$ cat config.mk
export PLATFORM = sky130hd
export DESIGN_NAME = apb_slave_responder
export DESIGN_NICKNAME = d
export VERILOG_FILES = /design/src/rtl/apb_slave_responder.sv
export SDC_FILE = /design/constraint.sdc
export NUM_CORES = 1
export LEC_CHECK = 0
export CELL_PAD_IN_SITES_DETAIL_PLACEMENT = 2
export CELL_PAD_IN_SITES_GLOBAL_PLACEMENT = 2
export CORE_MARGIN = 5
export CORE_UTILIZATION = 46
export CTS_CLUSTER_DIAMETER = 30
export CTS_CLUSTER_SIZE = 24
export DETAILED_ROUTE_END_ITERATION = 12
export PLACE_DENSITY_LB_ADDON = 0.1
export SLEW_MARGIN = 20
export SYNTH_ARGS = -nofsm -noshare
export SYNTH_HDL_FRONTEND = slang
export SYNTH_SLANG_ARGS = --single-unit
$ cat constraint.sdc
create_clock -name Hclk -period 8.8 [get_ports Hclk]
set_input_delay 0.88 -clock Hclk [delete_from_list [all_inputs] [get_ports Hclk]]
set_output_delay 0.88 -clock Hclk [all_outputs]
set_load 0.05 [all_outputs]
$ cat src/rtl/apb_slave_responder.sv
// ---------------------------------------------------------------------------
// apb_slave_responder
//
// APB completer on the peripheral side of the AHB-to-APB bridge. It answers
// transfers from its own bit of Pselx and holds a DEPTH-word 32-bit register
// file. Every access phase gets a fixed number of wait states. Out-of-range
// and misaligned accesses complete with Pslverr. Completed transfers are
// counted, and APB protocol violations are latched in a sticky flag.
//
// Ports:
//   Hclk          clock, all logic on the rising edge
//   Hreset        synchronous, active-high reset
//   Pselx[2:0]    one-hot peripheral select; only bit SLV_ID is decoded
//   Penable       access-phase strobe
//   Pwrite        1 = write, 0 = read
//   Paddr[31:0]   byte address
//   Pwdata[31:0]  write data
//   Prdata[31:0]  read data; held through the whole access phase
//   Pready        transfer completes this cycle
//   Pslverr       error response, qualified by Pready
//   wr_count      successful writes completed (wraps)
//   rd_count      successful reads completed (wraps)
//   protocol_err  sticky protocol-violation flag, cleared only by reset
// ---------------------------------------------------------------------------
module apb_slave_responder #(
  parameter int          SLV_ID      = 0,
  parameter logic [31:0] BASE_ADDR   = 32'h8000_0000,
  parameter int          DEPTH       = 16,
  parameter int          WAIT_CYCLES = 0
) (
  input  logic        Hclk,
  input  logic        Hreset,
  input  logic [2:0]  Pselx,
  input  logic        Penable,
  input  logic        Pwrite,
  input  logic [31:0] Paddr,
  input  logic [31:0] Pwdata,
  output logic [31:0] Prdata,
  output logic        Pready,
  output logic        Pslverr,
  output logic [15:0] wr_count,
  output logic [15:0] rd_count,
  output logic        protocol_err
);

  localparam int          AW       = $clog2(DEPTH);
  localparam logic [31:0] SPAN     = 32'(DEPTH * 4);
  localparam logic [3:0]  WAIT_LIM = 4'(WAIT_CYCLES);

  typedef enum logic [0:0] {
    ST_IDLE   = 1'b0,
    ST_ACCESS = 1'b1
  } state_t;

  state_t          state_r;
  logic [3:0]      wcnt_r;
  logic            wr_r;
  logic            err_r;
  logic [AW-1:0]   idx_r;
  logic [31:0]     wdata_r;
  logic [31:0]     prdata_r;
  logic [15:0]     wr_count_r;
  logic [15:0]     rd_count_r;
  logic            protocol_err_r;
  logic [31:0]     mem_r [DEPTH];

  logic            sel_s;
  logic [31:0]     off_s;
  logic            err_s;
  logic [AW-1:0]   idx_s;
  logic            ready_s;
  logic [31:0]     setup_rdata_s;
  logic            unused_sel_bits_s;

  // Address decode of the current bus request and ready decode of held state.
  always_comb begin
    sel_s   = Pselx[SLV_ID];
    off_s   = Paddr - BASE_ADDR;
    err_s   = (off_s[1:0] != 2'b00) || (off_s >= SPAN);
    idx_s   = off_s[AW+1:2];
    // Ready depends only on registers so it is glitch-free toward the bridge.
    ready_s = (state_r == ST_ACCESS) && (wcnt_r == WAIT_LIM);
    if (!Pwrite && !err_s) begin
      setup_rdata_s = mem_r[idx_s];
    end else begin
      setup_rdata_s = 32'h0000_0000;
    end
  end

  // Non-selected Pselx bits are intentionally ignored.
  assign unused_sel_bits_s = ^Pselx;

  assign Prdata       = prdata_r;
  assign Pready       = ready_s;
  assign Pslverr      = ready_s & err_r;
  assign wr_count     = wr_count_r;
  assign rd_count     = rd_count_r;
  assign protocol_err = protocol_err_r;

  // Transfer FSM, request latch, register file and counters.
  always_ff @(posedge Hclk) begin
    if (Hreset) begin
      state_r        <= ST_IDLE;
      wcnt_r         <= 4'd0;
      wr_r           <= 1'b0;
      err_r          <= 1'b0;
      idx_r          <= '0;
      wdata_r        <= 32'h0000_0000;
      prdata_r       <= 32'h0000_0000;
      wr_count_r     <= 16'd0;
      rd_count_r     <= 16'd0;
      protocol_err_r <= 1'b0;
      for (int i = 0; i < DEPTH; i++) begin
        mem_r[i] <= 32'h0000_0000;
      end
    end else begin
      case (state_r)
        ST_IDLE: begin
          if (sel_s && !Penable) begin
            // Setup phase: capture the request; read data is fetched now so
            // it is stable for the whole access phase.
            wr_r     <= Pwrite;
            err_r    <= err_s;
            idx_r    <= idx_s;
            wdata_r  <= Pwdata;
            wcnt_r   <= 4'd0;
            prdata_r <= setup_rdata_s;
            state_r  <= ST_ACCESS;
          end else if (sel_s && Penable) begin
            // Access phase without a preceding setup: flag, do not respond.
            protocol_err_r <= 1'b1;
            prdata_r       <= 32'h0000_0000;
          end else begin
            prdata_r <= 32'h0000_0000;
          end
        end
        ST_ACCESS: begin
          if (!sel_s) begin
            // Select dropped mid-transfer: abort without side effects.
            protocol_err_r <= 1'b1;
            prdata_r       <= 32'h0000_0000;
            state_r        <= ST_IDLE;
          end else if (!Penable) begin
            // A new setup while a transfer is open: flag and restart.
            protocol_err_r <= 1'b1;
            wr_r           <= Pwrite;
            err_r          <= err_s;
            idx_r          <= idx_s;
            wdata_r        <= Pwdata;
            wcnt_r         <= 4'd0;
            prdata_r       <= setup_rdata_s;
          end else if (!ready_s) begin
            wcnt_r <= wcnt_r + 4'd1;
          end else begin
            // Completion edge: commit the write before any following setup.
            if (!err_r) begin
              if (wr_r) begin
                mem_r[idx_r] <= wdata_r;
                wr_count_r   <= wr_count_r + 16'd1;
              end else begin
                rd_count_r   <= rd_count_r + 16'd1;
              end
            end else begin
              wr_count_r <= wr_count_r;
            end
            prdata_r <= 32'h0000_0000;
            state_r  <= ST_IDLE;
          end
        end
        default: begin
          prdata_r <= 32'h0000_0000;
          state_r  <= ST_IDLE;
        end
      endcase
    end
  end

endmodule

; Word level (Yosys, flattened, before mapping)
; Memory sizes are Yosys's and may differ from the RTL's.
; Cells that the tools add are included.
[op_classes]
add_sub_neg = 4
magnitude_cmp = 1
eq_ne = 8
n_mux = 50
n_bitwise = 4
n_reduce_logical = 16
[ops]
columns = cell, count
row1 = $mux W32, 9
row2 = $pmux W32 S2, 2
row3 = $add A16 B1 Y16 const B, 2
row4 = $ge A32 B7 Y1 const B, 1
row5 = $mux W4, 8
row6 = $reduce_or A32 Y1, 1
row7 = $sub A32 B32 Y32 const B, 1
row8 = $mux W1, 25
row9 = $pmux W4 S2, 2
row10 = $reduce_and A6 Y1, 2
row11 = $ne A2 B2 Y1 const B, 5
row12 = $reduce_and A3 Y1, 3
row13 = $pmux W1 S2, 4
row14 = $ne A3 B3 Y1 const B, 2
row15 = $add A4 B1 Y4 const B, 1
row16 = $logic_and A1 B1 Y1, 4
row17 = $logic_not A4 Y1, 1
row18 = $ne A4 B3 Y1 const B, 1
row19 = $logic_not A1 Y1, 3
row20 = $not A1 Y1, 3
row21 = $reduce_bool A2 Y1, 1
row22 = $and A1 B1 Y1, 1
row23 = $logic_or A1 B1 Y1, 1
[word_totals]
register_bits = 108
ram_bits = 512
input_bits = 71
output_inout_bits = 67
n_memories = 1
[mem_list]
columns = name, depth, word_bits, read_ports, rd_clocked_by_memory_dff, write_ports, line_no
row1 = mem_r, 16, 32, 1, 0, 16, 65  ; logic [31:0] mem_r [DEPTH];

; Longest topological paths before layout
; Gate-level depths: netlist of run 1.
[depth]
word_depth = 10
depth_mapped = 10

; Least setup slack after synthesis of run 1
; Ideal clock, no wire load.
[synth_timing]
path_kind = in2reg
startpoint = input Pselx[0]
endpoint = memory mem_r[0][0] (enable)
setup_time_ns = 0.470
t_arrival_ns = 4.278
required_time_ns = 8.330
slack_ns = 4.052
path_stages = 7
path_cell_list = and3b_1 clkbuf_2 and4_1 buf_2 nand3_2 buf_4 o31ai_1
[synth_lines]
columns = item, line_no
row1 = start: declaration, 33  ; input logic [2:0] Pselx,
row2 = end: declaration, 65

==> out/metrics.cfg, run 1 <==
[finish]
seqCellArea_um2=17500
final_cell_mix=sky130_fd_sc_hd__nor2_1 (526), sky130_fd_sc_hd__edfxtp_1 (512), sky130_fd_sc_hd__nand2_1 (245), sky130_fd_sc_hd__clkbuf_16 (149), sky130_fd_sc_hd__clkdlybuf4s50_1 (132)
post_route_cells_drive_above_1_share=0.193
fillerInstances=4975
final_util=0.586
mostFrequentLayoutCell=sky130_fd_sc_hd__nor2_1
flow.area_growth_from_synthesis_pct=25.8
multi_input_comb_area_um2=8240
final_net_count=2239
antennaDiodeCount=0

[clocking]
cts_tree=done
cts-root-to-sink-buffers=3
h_tree_depth=4
cts.sinks=620
clockRootBuffer=sky130_fd_sc_hd__clkbuf_16
clk_latency_ns=0.72
cts_post_setup_buffers_inserted=0
cts_buffers=143
clk_pin_slew_worst_paths_ns=0.05
hold_buffers=0
post_cts.resized_instances=0

[hold_path]
min_delay_path_depth=1
hp-class=reg2reg
worstHoldEndpoint=Prdata[13]
min_delay_src=Prdata[13]

[timing]
worst_clock_skew_ns=0.0305
max_slew_margin=0.168
fin_crit_ns=5.37
rsz0062_at_grt=false
report.final.slew_viol_count=0
setup_viol=0
post-route-period-util=0.610
report.final.hold_viol_count=0
achievable-frequency_ghz=0.186
worst_pin_slew_ns=1.25
tns_ns=0

[route]
drtIter0Drc=2121
ant_nets=0
route.final.wire_length_um=110000
post-route-drc-count=0
drt_first_pass_iters=6
routedWlPerCell_um=36.2
routed_via_density=6.41
via_count=19474

[yosys]
syn_avg_cell_area_um2=13.3
postSynthCellCount=1992
synth_seq_area_share=0.663
synth.net_count=2067
synthArstFlopShare=0
ys_warn_count=0
synth-edff-count=512
synth_flop_cell=sky130_fd_sc_hd__edfxtp_1
syn-cell-area_um2=26400
synth.ff_latch_count=620
synth_cell_types=46

[place]
dpl.hpwl_um=54000
numPortBuffers=135
gpl.final_weighted_congestion=0.771

[worst_setup_path]
worst-r2r-cell-count=8
critical_path.max_fanout=79
path_cells=clkdlybuf4s50_1 > and3b_1 > and4_1 > nand3_4 > buf_4 > o31ai_4 > buf_4
critical_path_arrival_ns=5.70
ff_to_ff_end=mem_r[4][15]
worst_path_dominant_cell_family=buffers and inverters
worst_ep_required_ns=9.13
sort_of_element_at_the_start_of_the_critical_path=primary input
setup.worst_path.class=in2reg
r2r-start=wcnt_r[0]
worst_setup_path_end_kind=register
timing.critical_path.mode_cell=sky130_fd_sc_hd__buf_4
cpMaxStageDelayCell=sky130_fd_sc_hd__o31ai_4
crit_path_max_incr_delay_ns=0.97
ff2ff_setup_slack_ns=3.51
cp_num_buf_inv=3

[run]
cap_violations=0

[floorplanning]
boundaryPins=138
die_height_um=250
die_area_um2=62400
start_util=0.466
die_w_um=250
core.rowCount=87
core-area_um2=56700

[power_and_ir_drop]
power_density_nw_per_um2=276
max-vdd-ir-drop_mv=0.207
leakage_nw=11.2

[global_routing]
wire_length_of_the_first_global_routing_pass_um=159000
grt_start_max_net_pins=80
first_global_vias=21985
gr-total-overflow=0
groute.usage.overall=0.351
grt_antenna_before_repair=1

[run_status]
run_status=completed

## sequential cells by signal, indices dropped and copies added, names as in the netlist
name	flops
mem_r	512
Prdata	32
wdata_r	32
rd_count	16
wr_count	16
idx_r	4
wcnt_r	4
err_r	1
protocol_err	1
state_r	1
wr_r	1
## metrics by stage
stage | cell area, µm² | instances | hold slack (ns) | worst slack, ns | total power (W)
floorplan | 26400 | 1992 | 0.475 | 4.05 | 0.00356
global placement | 28400 | 2775 | 0.456 | 3.25 | 0.00372
detailed placement | 28400 | 2775 | 0.466 | 3.03 | 0.00375
CTS | 33300 | 3039 | 0.487 | 3.55 | 0.00919
global route | 33300 | 3039 | 0.506 | 3.43 | 0.00939
finish | 33300 | 3039 | 0.481 | 3.43 | 0.00918
## layout make-up
cell class / count / share of cell area
well taps: 756 / 0.0284
clock buffers: 199 / 0.125
inverters: 14 / 0.00158
repair buffers: 175 / 0.0496
clock inverters: 65 / 0.0205
multi-input cells: 1210 / 0.248
flip-flops and latches: 620 / 0.527
## cell usage after synthesis (2+ instances only)
cell type	instances	area, µm²
sky130_fd_sc_hd__or3_1	8	50.1
sky130_fd_sc_hd__or4_1	13	97.6
sky130_fd_sc_hd__nand2_1	246	923
sky130_fd_sc_hd__nand3_2	5	50.1
sky130_fd_sc_hd__xnor2_1	2	17.5
sky130_fd_sc_hd__and2_1	2	12.5
sky130_fd_sc_hd__buf_1	5	18.8
sky130_fd_sc_hd__nand4_1	12	75.1
sky130_fd_sc_hd__xor2_1	4	35.0
sky130_fd_sc_hd__o21ai_0	21	105
sky130_fd_sc_hd__mux4_2	128	2880
sky130_fd_sc_hd__buf_6	37	417
sky130_fd_sc_hd__mux2i_1	5	50.1
sky130_fd_sc_hd__dfxtp_1	108	2160
sky130_fd_sc_hd__a21oi_1	61	305
sky130_fd_sc_hd__inv_1	14	52.6
sky130_fd_sc_hd__nand3_1	9	45.0
sky130_fd_sc_hd__o211ai_1	2	15.0
sky130_fd_sc_hd__ha_1	4	50.1
sky130_fd_sc_hd__nor3_1	3	15.0
sky130_fd_sc_hd__a22oi_1	62	465
sky130_fd_sc_hd__clkbuf_1	62	233
sky130_fd_sc_hd__nor2b_1	10	62.6
sky130_fd_sc_hd__mux2_2	4	45.0
sky130_fd_sc_hd__and4_1	6	52.6
sky130_fd_sc_hd__or2_2	2	12.5
sky130_fd_sc_hd__edfxtp_1	512	15400
sky130_fd_sc_hd__o31ai_1	19	143
sky130_fd_sc_hd__a22o_1	32	280
sky130_fd_sc_hd__buf_2	39	195
sky130_fd_sc_hd__buf_4	4	30.0
sky130_fd_sc_hd__nor4_1	10	62.6
sky130_fd_sc_hd__nor2_1	528	1980
## power breakdown
| part | internal [W] | leakage [nW] | switching [W] |
|---|---|---|---|
| Combinational | 0.000141 | 2.68 | 0.000277 |
| Sequential | 0.00326 | 6.17 | 0.0000562 |
| Clock | 0.00362 | 2.35 | 0.00182 |
## worst max path at each step
stage / from / to / slack (ns) / depth (start not counted)
3_3_place_gp: Penable / mem_r[4][8] / 3.25 / 7
5_1_grt: Penable / mem_r[4][15] / 3.43 / 7
3_5_place_dp: Penable / mem_r[4][7] / 3.03 / 7
2_1_floorplan: Pselx[0] / mem_r[0][0] / 4.05 / 7
6_report: Penable / mem_r[4][15] / 3.43 / 7
4_1_cts: Penable / mem_r[4][15] / 3.55 / 7
## metal layers
layer,part of all wire,track usage,vias to the layer above
li1,-,-,7683
met1,0.36,0.425,10097
met2,0.50,0.584,1333
met3,0.091,0.0963,359
met4,0.051,0.172,2
met5,0.000064,0,-
## logic make-up after synthesis
logic type      synth area share
compound gates            0.0506
xor+xnor                 0.00199
fa+ha+maj                0.00189
buf+inv                   0.0360
flops                      0.663
mux                        0.113
simple gates               0.134
No activity file was read; power rests on OpenSTA's default activity.
==> run 2: changes to the inputs <==
--- a/config.mk
+++ b/config.mk
@@ -8,7 +8,7 @@
 export CELL_PAD_IN_SITES_DETAIL_PLACEMENT = 2
 export CELL_PAD_IN_SITES_GLOBAL_PLACEMENT = 2
 export CORE_MARGIN = 5
-export CORE_UTILIZATION = 46
+export CORE_UTILIZATION = 39
 export CTS_CLUSTER_DIAMETER = 30
 export CTS_CLUSTER_SIZE = 24
 export DETAILED_ROUTE_END_ITERATION = 12
==> constraint.sdc (replaced) <==
create_clock -name Hclk -period 4.5 [get_ports Hclk]
set_input_delay 0.45 -clock Hclk [delete_from_list [all_inputs] [get_ports Hclk]]
set_output_delay 0.45 -clock Hclk [all_outputs]
set_load 0.05 [all_outputs]
==> run 2 against run 1 <==
Against the previous run:
- core utilization is 8.2 points lower
- combinational power rose by 91%
- global-route usage fell by 9.7 points
- total power is 96% higher
- first-iteration DRC count shrank 43%
- die area up 17%
- critical endpoint is now mem_r[14][11]
- via count is 7.1% lower
- register-to-register slack worse by 2.5 ns
==> out/metrics.cfg, run 2 (synthesis results as in run 1) <==
[global_routing]
use_met1=0.314  ; -0.111
first_global_vias=20610  ; -6.3%
grt_use_met3=0.0493  ; -0.0470
grt_antenna_before_repair=1  ; unchanged
grt_util_met2=0.455  ; -0.129
grt_start_max_net_pins=61  ; -24%
gr-max-usage-layer=met2
wire_length_of_the_first_global_routing_pass_um=137000  ; -14%
gr-total-overflow=0  ; unchanged
groute.usage.overall=0.254  ; -0.0971

[power_and_ir_drop]
seq_power_share=0.360  ; -0.002
intPower_w=0.0139  ; +98%
clock_power_share=0.596  ; +0.003
leakage_nw=11.4  ; +1.9%
p_sw_w=0.00404  ; +87%
combPwrFrac=0.044  ; -0.002
power_density_nw_per_um2=531  ; +92%
power_switching_share=0.225  ; -0.0102
max-vdd-ir-drop_mv=0.266  ; +29%

[finish]
largest_register_ffs=512  ; unchanged
antennaDiodeCount=0  ; unchanged
seqCellArea_um2=17500  ; unchanged
mostFrequentLayoutCell=sky130_fd_sc_hd__nor2_1
final_net_count=2270  ; +1.4%
multi_input_comb_area_um2=8250  ; about the same
post_route_cells_drive_above_1_share=0.205  ; +0.0124
layout.cell_area.non_filler_um2=33900  ; +1.8%
largest_register=mem_r
final_cell_mix=sky130_fd_sc_hd__nor2_1 (526), sky130_fd_sc_hd__edfxtp_1 (512), sky130_fd_sc_hd__nand2_1 (245), sky130_fd_sc_hd__clkbuf_16 (148), sky130_fd_sc_hd__clkdlybuf4s50_1 (132)
fillerInstances=6190  ; +24%
flow.area_growth_from_synthesis_pct=28.0

[route]
drt_first_pass_iters=5  ; -1
route.final.wire_length_um=93500  ; -15%
routed_via_density=5.67  ; -11%
ant_nets=0  ; unchanged
drtIter0Drc=1205  ; -43%
routedWlPerCell_um=29.3  ; -19%
post-route-drc-count=0  ; unchanged
via_count=18089  ; -7.1%

[worst_setup_path]
worst_ep_required_ns=4.91  ; -4.22 ns
worst_setup_path_end_kind=register
setup.worst_path.class=reg2reg
sort_of_element_at_the_start_of_the_critical_path=register
critical_path.max_fanout=55  ; -30%
critical_path_arrival_ns=3.86  ; -1.84 ns

[timing]
post-route-period-util=0.766
setup_viol=0  ; unchanged
report.final.slew_viol_count=0  ; unchanged
fin_crit_ns=3.45
max_slew_margin=0.330  ; +0.163
achievable-frequency_ghz=0.290
report.final.hold_viol_count=0  ; unchanged
worst_pin_slew_ns=1.00  ; -0.244 ns
rsz0062_at_grt=false
tns_ns=0  ; unchanged
worst_clock_skew_ns=0.0180  ; -0.0124 ns

[hold_path]
hp-class=in2reg

[clocking]
cts_buffers=145  ; +1.4%
cts-root-to-sink-buffers=3  ; unchanged
hold_buffers=0  ; unchanged
cts_tree=done
cts.sinks=620  ; unchanged
post_cts.resized_instances=0  ; unchanged
cts_post_setup_buffers_inserted=0  ; unchanged
clockRootBuffer=sky130_fd_sc_hd__clkbuf_16
clk_pin_slew_worst_paths_ns=0.05  ; about the same
h_tree_depth=4  ; unchanged
clk_latency_ns=0.71  ; about the same

[place]
numPortBuffers=135  ; unchanged
area_after_dpl_um2=28900  ; +1.5%
gpl.final_weighted_congestion=0.771  ; about the same
dpl.hpwl_um=52700  ; -2.4%

[floorplanning]
start_util=0.394  ; -0.0725
core.rowCount=95  ; +9.2%
die_w_um=270  ; +8.3%
die_height_um=270  ; +8.3%
die_area_um2=73100  ; +17%
core-area_um2=67200  ; +18%
boundaryPins=138  ; unchanged

[run_status]
run_status=completed

[run]
cap_violations=0  ; unchanged

## run 2: changes by cell type in the layout (fill, tap and decap cells not counted), sizes merged
cell      delta
bufinv       +9
clkinvlp     +3
clkbuf      -31
inv          -1
buf         +29
clkinv      +24
## run 2: metal layers
| metal | up-vias | wire length [µm] |
|---|---|---|
| met5 | - | 20 |
| met4 | 2 | 1910 |
| met3 | 139 | 5080 |
| met2 | 633 | 49100 |
| met1 | 9571 | 37400 |
| li1 | 7744 | - |
## run 2: layout make-up
| class | count | share of cell area |
|---|---|---|
| Multi-Input combinational cell | 1210 | 0.244 |
| Tap cell | 873 | 0.0323 |
| Clock buffer | 168 | 0.113 |
| Inverter | 14 | 0.00155 |
| Clock inverter | 100 | 0.0346 |
| Sequential cell | 620 | 0.518 |
| Timing Repair Buffer | 204 | 0.0574 |
## run 2: worst max-delay path, cell delays in order (launching register included)
cell                       delay (ns)
sky130_fd_sc_hd__dfxtp_1         0.40
sky130_fd_sc_hd__inv_1           0.06
sky130_fd_sc_hd__ha_1            0.21
sky130_fd_sc_hd__and4bb_1        0.38
sky130_fd_sc_hd__and4_1          0.45
sky130_fd_sc_hd__nand3_4         0.23
sky130_fd_sc_hd__buf_4           0.56
sky130_fd_sc_hd__buf_4           0.63
sky130_fd_sc_hd__nor2_1          0.14
## run 2: power groups by stage
stage	sequential [W]	combinational, W	clock, W
finish	0.00647	0.000798	0.0107
global route	0.00648	0.000832	0.0112
CTS	0.00647	0.000804	0.0108
detailed placement	0.00656	0.000791	0
global placement	0.00654	0.000778	0
floorplan	0.00654	0.000420	0
## run 2: stage by stage
step           hold slack, ns  total power [W]  cells  utilization  worst slack (ns)
4_1_cts                 0.234           0.0181   3189        0.504              1.05
3_5_place_dp            0.465          0.00735   2921        0.430             0.787
2_1_floorplan           0.475          0.00696   1992            -            0.0532
6_report                0.258           0.0180   3189        0.504              1.05
3_3_place_gp            0.455          0.00732   2921        0.430             0.860
5_1_grt                 0.260           0.0185   3189        0.504             0.938
## run 2: path summary, 6_finish.rpt
path / startpoint / end / slack, ns / cells past startpoint
setup / recovery: wcnt_r[0] / mem_r[14][11] / 1.05 / 8
hold / removal: Hreset / protocol_err / 0.26 / 2
setup reg to reg: wcnt_r[0] / mem_r[14][11] / 1.05 / 8
hold reg to reg: Prdata[23] / Prdata[23] / 0.48 / 1
==> run 3: changes to the inputs <==
==> constraint.sdc (replaced) <==
create_clock -name Hclk -period 2.8 [get_ports Hclk]
set_input_delay 0.28 -clock Hclk [delete_from_list [all_inputs] [get_ports Hclk]]
set_output_delay 0.28 -clock Hclk [all_outputs]
set_load 0.05 [all_outputs]
==> run 3 against run 2 <==
Against the previous run:
- first-iteration DRC count is 41% higher
- largest cell class unchanged
- core utilization is 1.1 points higher
- critical path depth is 1 lower
- critical endpoint is now mem_r[5][7]
- clock power is 66% higher
- clock-buffer cell count is 15 higher
- worst setup slack worse by 0.89 ns
==> out/metrics.cfg, run 3 (synthesis results as in run 1) <==
[worst_setup_path]
path_cells=inv_2 > ha_4 > and4bb_1 > and4_1 > nand3_4 > buf_4 > nor2_1
worst_setup_path_end_kind=register
critical_path_arrival_ns=3.04  ; -0.82 ns
ff2ff_setup_slack_ns=0.16  ; -0.89 ns
worst_ep_required_ns=3.20  ; -1.71 ns
crit_path_max_incr_delay_ns=0.78  ; +0.15 ns
worst_path_dominant_cell_family=simple AND/OR/NAND/NOR gates
cpMaxStageDelayCell=sky130_fd_sc_hd__buf_4
critical_path.max_fanout=77  ; +40%
cp_num_buf_inv=2  ; -1
setup.worst_path.class=reg2reg
sort_of_element_at_the_start_of_the_critical_path=register

[timing]
worst_clock_skew_ns=0.0209  ; +0.00291 ns
tns_ns=0  ; unchanged
worst_pin_slew_ns=0.959  ; -0.0451 ns
fin_worst_hold_slack_ns=0.113  ; -0.144 ns
setup_viol=0  ; unchanged
max_slew_margin=0.360  ; +0.0301
report.final.hold_viol_count=0  ; unchanged
worst_slack_ns=0.162  ; -0.893 ns
fin_crit_ns=2.64  ; -0.807 ns
achievable-frequency_ghz=0.379  ; +31%
post-route-period-util=0.942  ; +0.177
report.final.slew_viol_count=0  ; unchanged
rsz0062_at_grt=false

[place]
dpl.hpwl_um=54100  ; +2.6%
numPortBuffers=135  ; unchanged
gpl.final_weighted_congestion=0.759  ; -1.5%
dp_slack_ns=-0.0288  ; -0.815 ns
area_after_dpl_um2=29400  ; +1.8%

[clocking]
cts_tree=done
cts-root-to-sink-buffers=3  ; unchanged
cts_post_setup_buffers_inserted=0  ; unchanged
cts_buffers=151  ; +4.1%
clk_pin_slew_worst_paths_ns=0.05  ; about the same
h_tree_depth=4  ; unchanged
cts.sinks=620  ; unchanged
clockRootBuffer=sky130_fd_sc_hd__clkbuf_16
hold_buffers=0  ; unchanged
clk_latency_ns=0.72  ; about the same

[global_routing]
wire_length_of_the_first_global_routing_pass_um=141000  ; +2.6%
grt_start_max_net_pins=86  ; +41%
gr-total-overflow=0  ; unchanged
grt_antenna_before_repair=2  ; +1
groute.usage.overall=0.260  ; +0.00654
first_global_vias=20882  ; +1.3%

[finish]
largest_register_ffs=512  ; unchanged
flow.area_growth_from_synthesis_pct=30.7
antennaDiodeCount=0  ; unchanged
layout.cell_area.non_filler_um2=34600  ; +2.1%
post_route_cells_drive_above_1_share=0.218  ; +0.0127
final_net_count=2301  ; +1.4%
mostFrequentLayoutCell=sky130_fd_sc_hd__nor2_1
final_cell_mix=sky130_fd_sc_hd__nor2_1 (526), sky130_fd_sc_hd__edfxtp_1 (512), sky130_fd_sc_hd__nand2_1 (245), sky130_fd_sc_hd__clkbuf_16 (156), sky130_fd_sc_hd__clkdlybuf4s50_1 (130)
largest_register=mem_r

[route]
drt_first_pass_iters=5  ; unchanged
drtIter0Drc=1702  ; +41%
via_count=18416  ; +1.8%
post-route-drc-count=0  ; unchanged
route.final.wire_length_um=95400  ; +2.0%
routedWlPerCell_um=29.6  ; +0.87%
ant_nets=0  ; unchanged
routed_via_density=5.71  ; +0.70%

[power_and_ir_drop]
power_density_nw_per_um2=854  ; +61%
max-vdd-ir-drop_mv=0.468  ; +75%
leakage_nw=11.8  ; +3.1%

[floorplanning]
boundaryPins=138  ; unchanged
die_w_um=270  ; unchanged
core-area_um2=67200  ; unchanged
die_height_um=270  ; unchanged
start_util=0.394  ; unchanged
die_area_um2=73100  ; unchanged
core.rowCount=95  ; unchanged

[run_status]
run_status=completed

[run]
cap_violations=0  ; unchanged

[hold_path]
hp-class=in2reg

run 3: cell types whose count changed in the layout (fill, tap and decap cells not counted), sizes merged:
| cell | change |
|---|---|
| bufinv | -1 |
| clkbuf | +15 |
| dlygate4sd2 | +2 |
| clkinv | -4 |
| clkdlybuf4s50 | -2 |
| buf | +25 |
run 3: power by group:
part | switching, W | total (W) | internal (W)
Combinational | 0.000834 | 0.00138 | 0.000542
Clock | 0.00561 | 0.0178 | 0.0122
Sequential | 0.000139 | 0.0104 | 0.0103
run 3: final cells by class:
type,instances,area (µm²)
clock buffer,183,4090
clock inverter,95,1080
fill,6164,32600
inverter,14,52.6
multi-input combinational,1210,8260
sequential,620,17500
tap,873,1090
timing repair buffer,229,2460
run 3: per-stage QoR:
step | instances | power [W] | utilization
after global routing | 3224 | 0.0304 | 0.515
final | 3224 | 0.0295 | 0.515
after detailed placement | 2946 | 0.0119 | 0.438
after global placement | 2946 | 0.0119 | 0.438
after floorplan | 1992 | 0.0112 | -
after CTS | 3224 | 0.0298 | 0.515
run 3: worst register-to-register path, delay by kind of cell, from the launching register on:
| family | cells | cell delay (ns) |
|---|---|---|
| DFF | 1 | 0.37 |
| adders and majority gates | 1 | 0.15 |
| buffers and inverters | 2 | 0.84 |
| and+or+nand+nor | 4 | 0.97 |
run 3: worst paths after layout:
kind / startpoint / endpoint / depth (start not counted)
max: wcnt_r[0] / mem_r[5][7] / 7
min: Pwdata[3] / wdata_r[3] / 3
max reg2reg: wcnt_r[0] / mem_r[5][7] / 7
min reg2reg: protocol_err / protocol_err / 2
run 3: timing repair:
item	4_1_cts	5_1_grt
endpoints found under the setup margin	2	28
gates cloned	0	0
resized for setup	2	3
run 3: routing by layer:
| metal | global-route usage | wire (µm) | vias up | share of wire |
|---|---|---|---|---|
| li1 | - | - | 7809 | - |
| met1 | 0.327 | 38000 | 9761 | 0.40 |
| met5 | 0 | 20 | - | 0.00021 |
| met3 | 0.0473 | 5320 | 181 | 0.056 |
| met2 | 0.455 | 49200 | 663 | 0.52 |
| met4 | 0.0899 | 2900 | 2 | 0.030 |
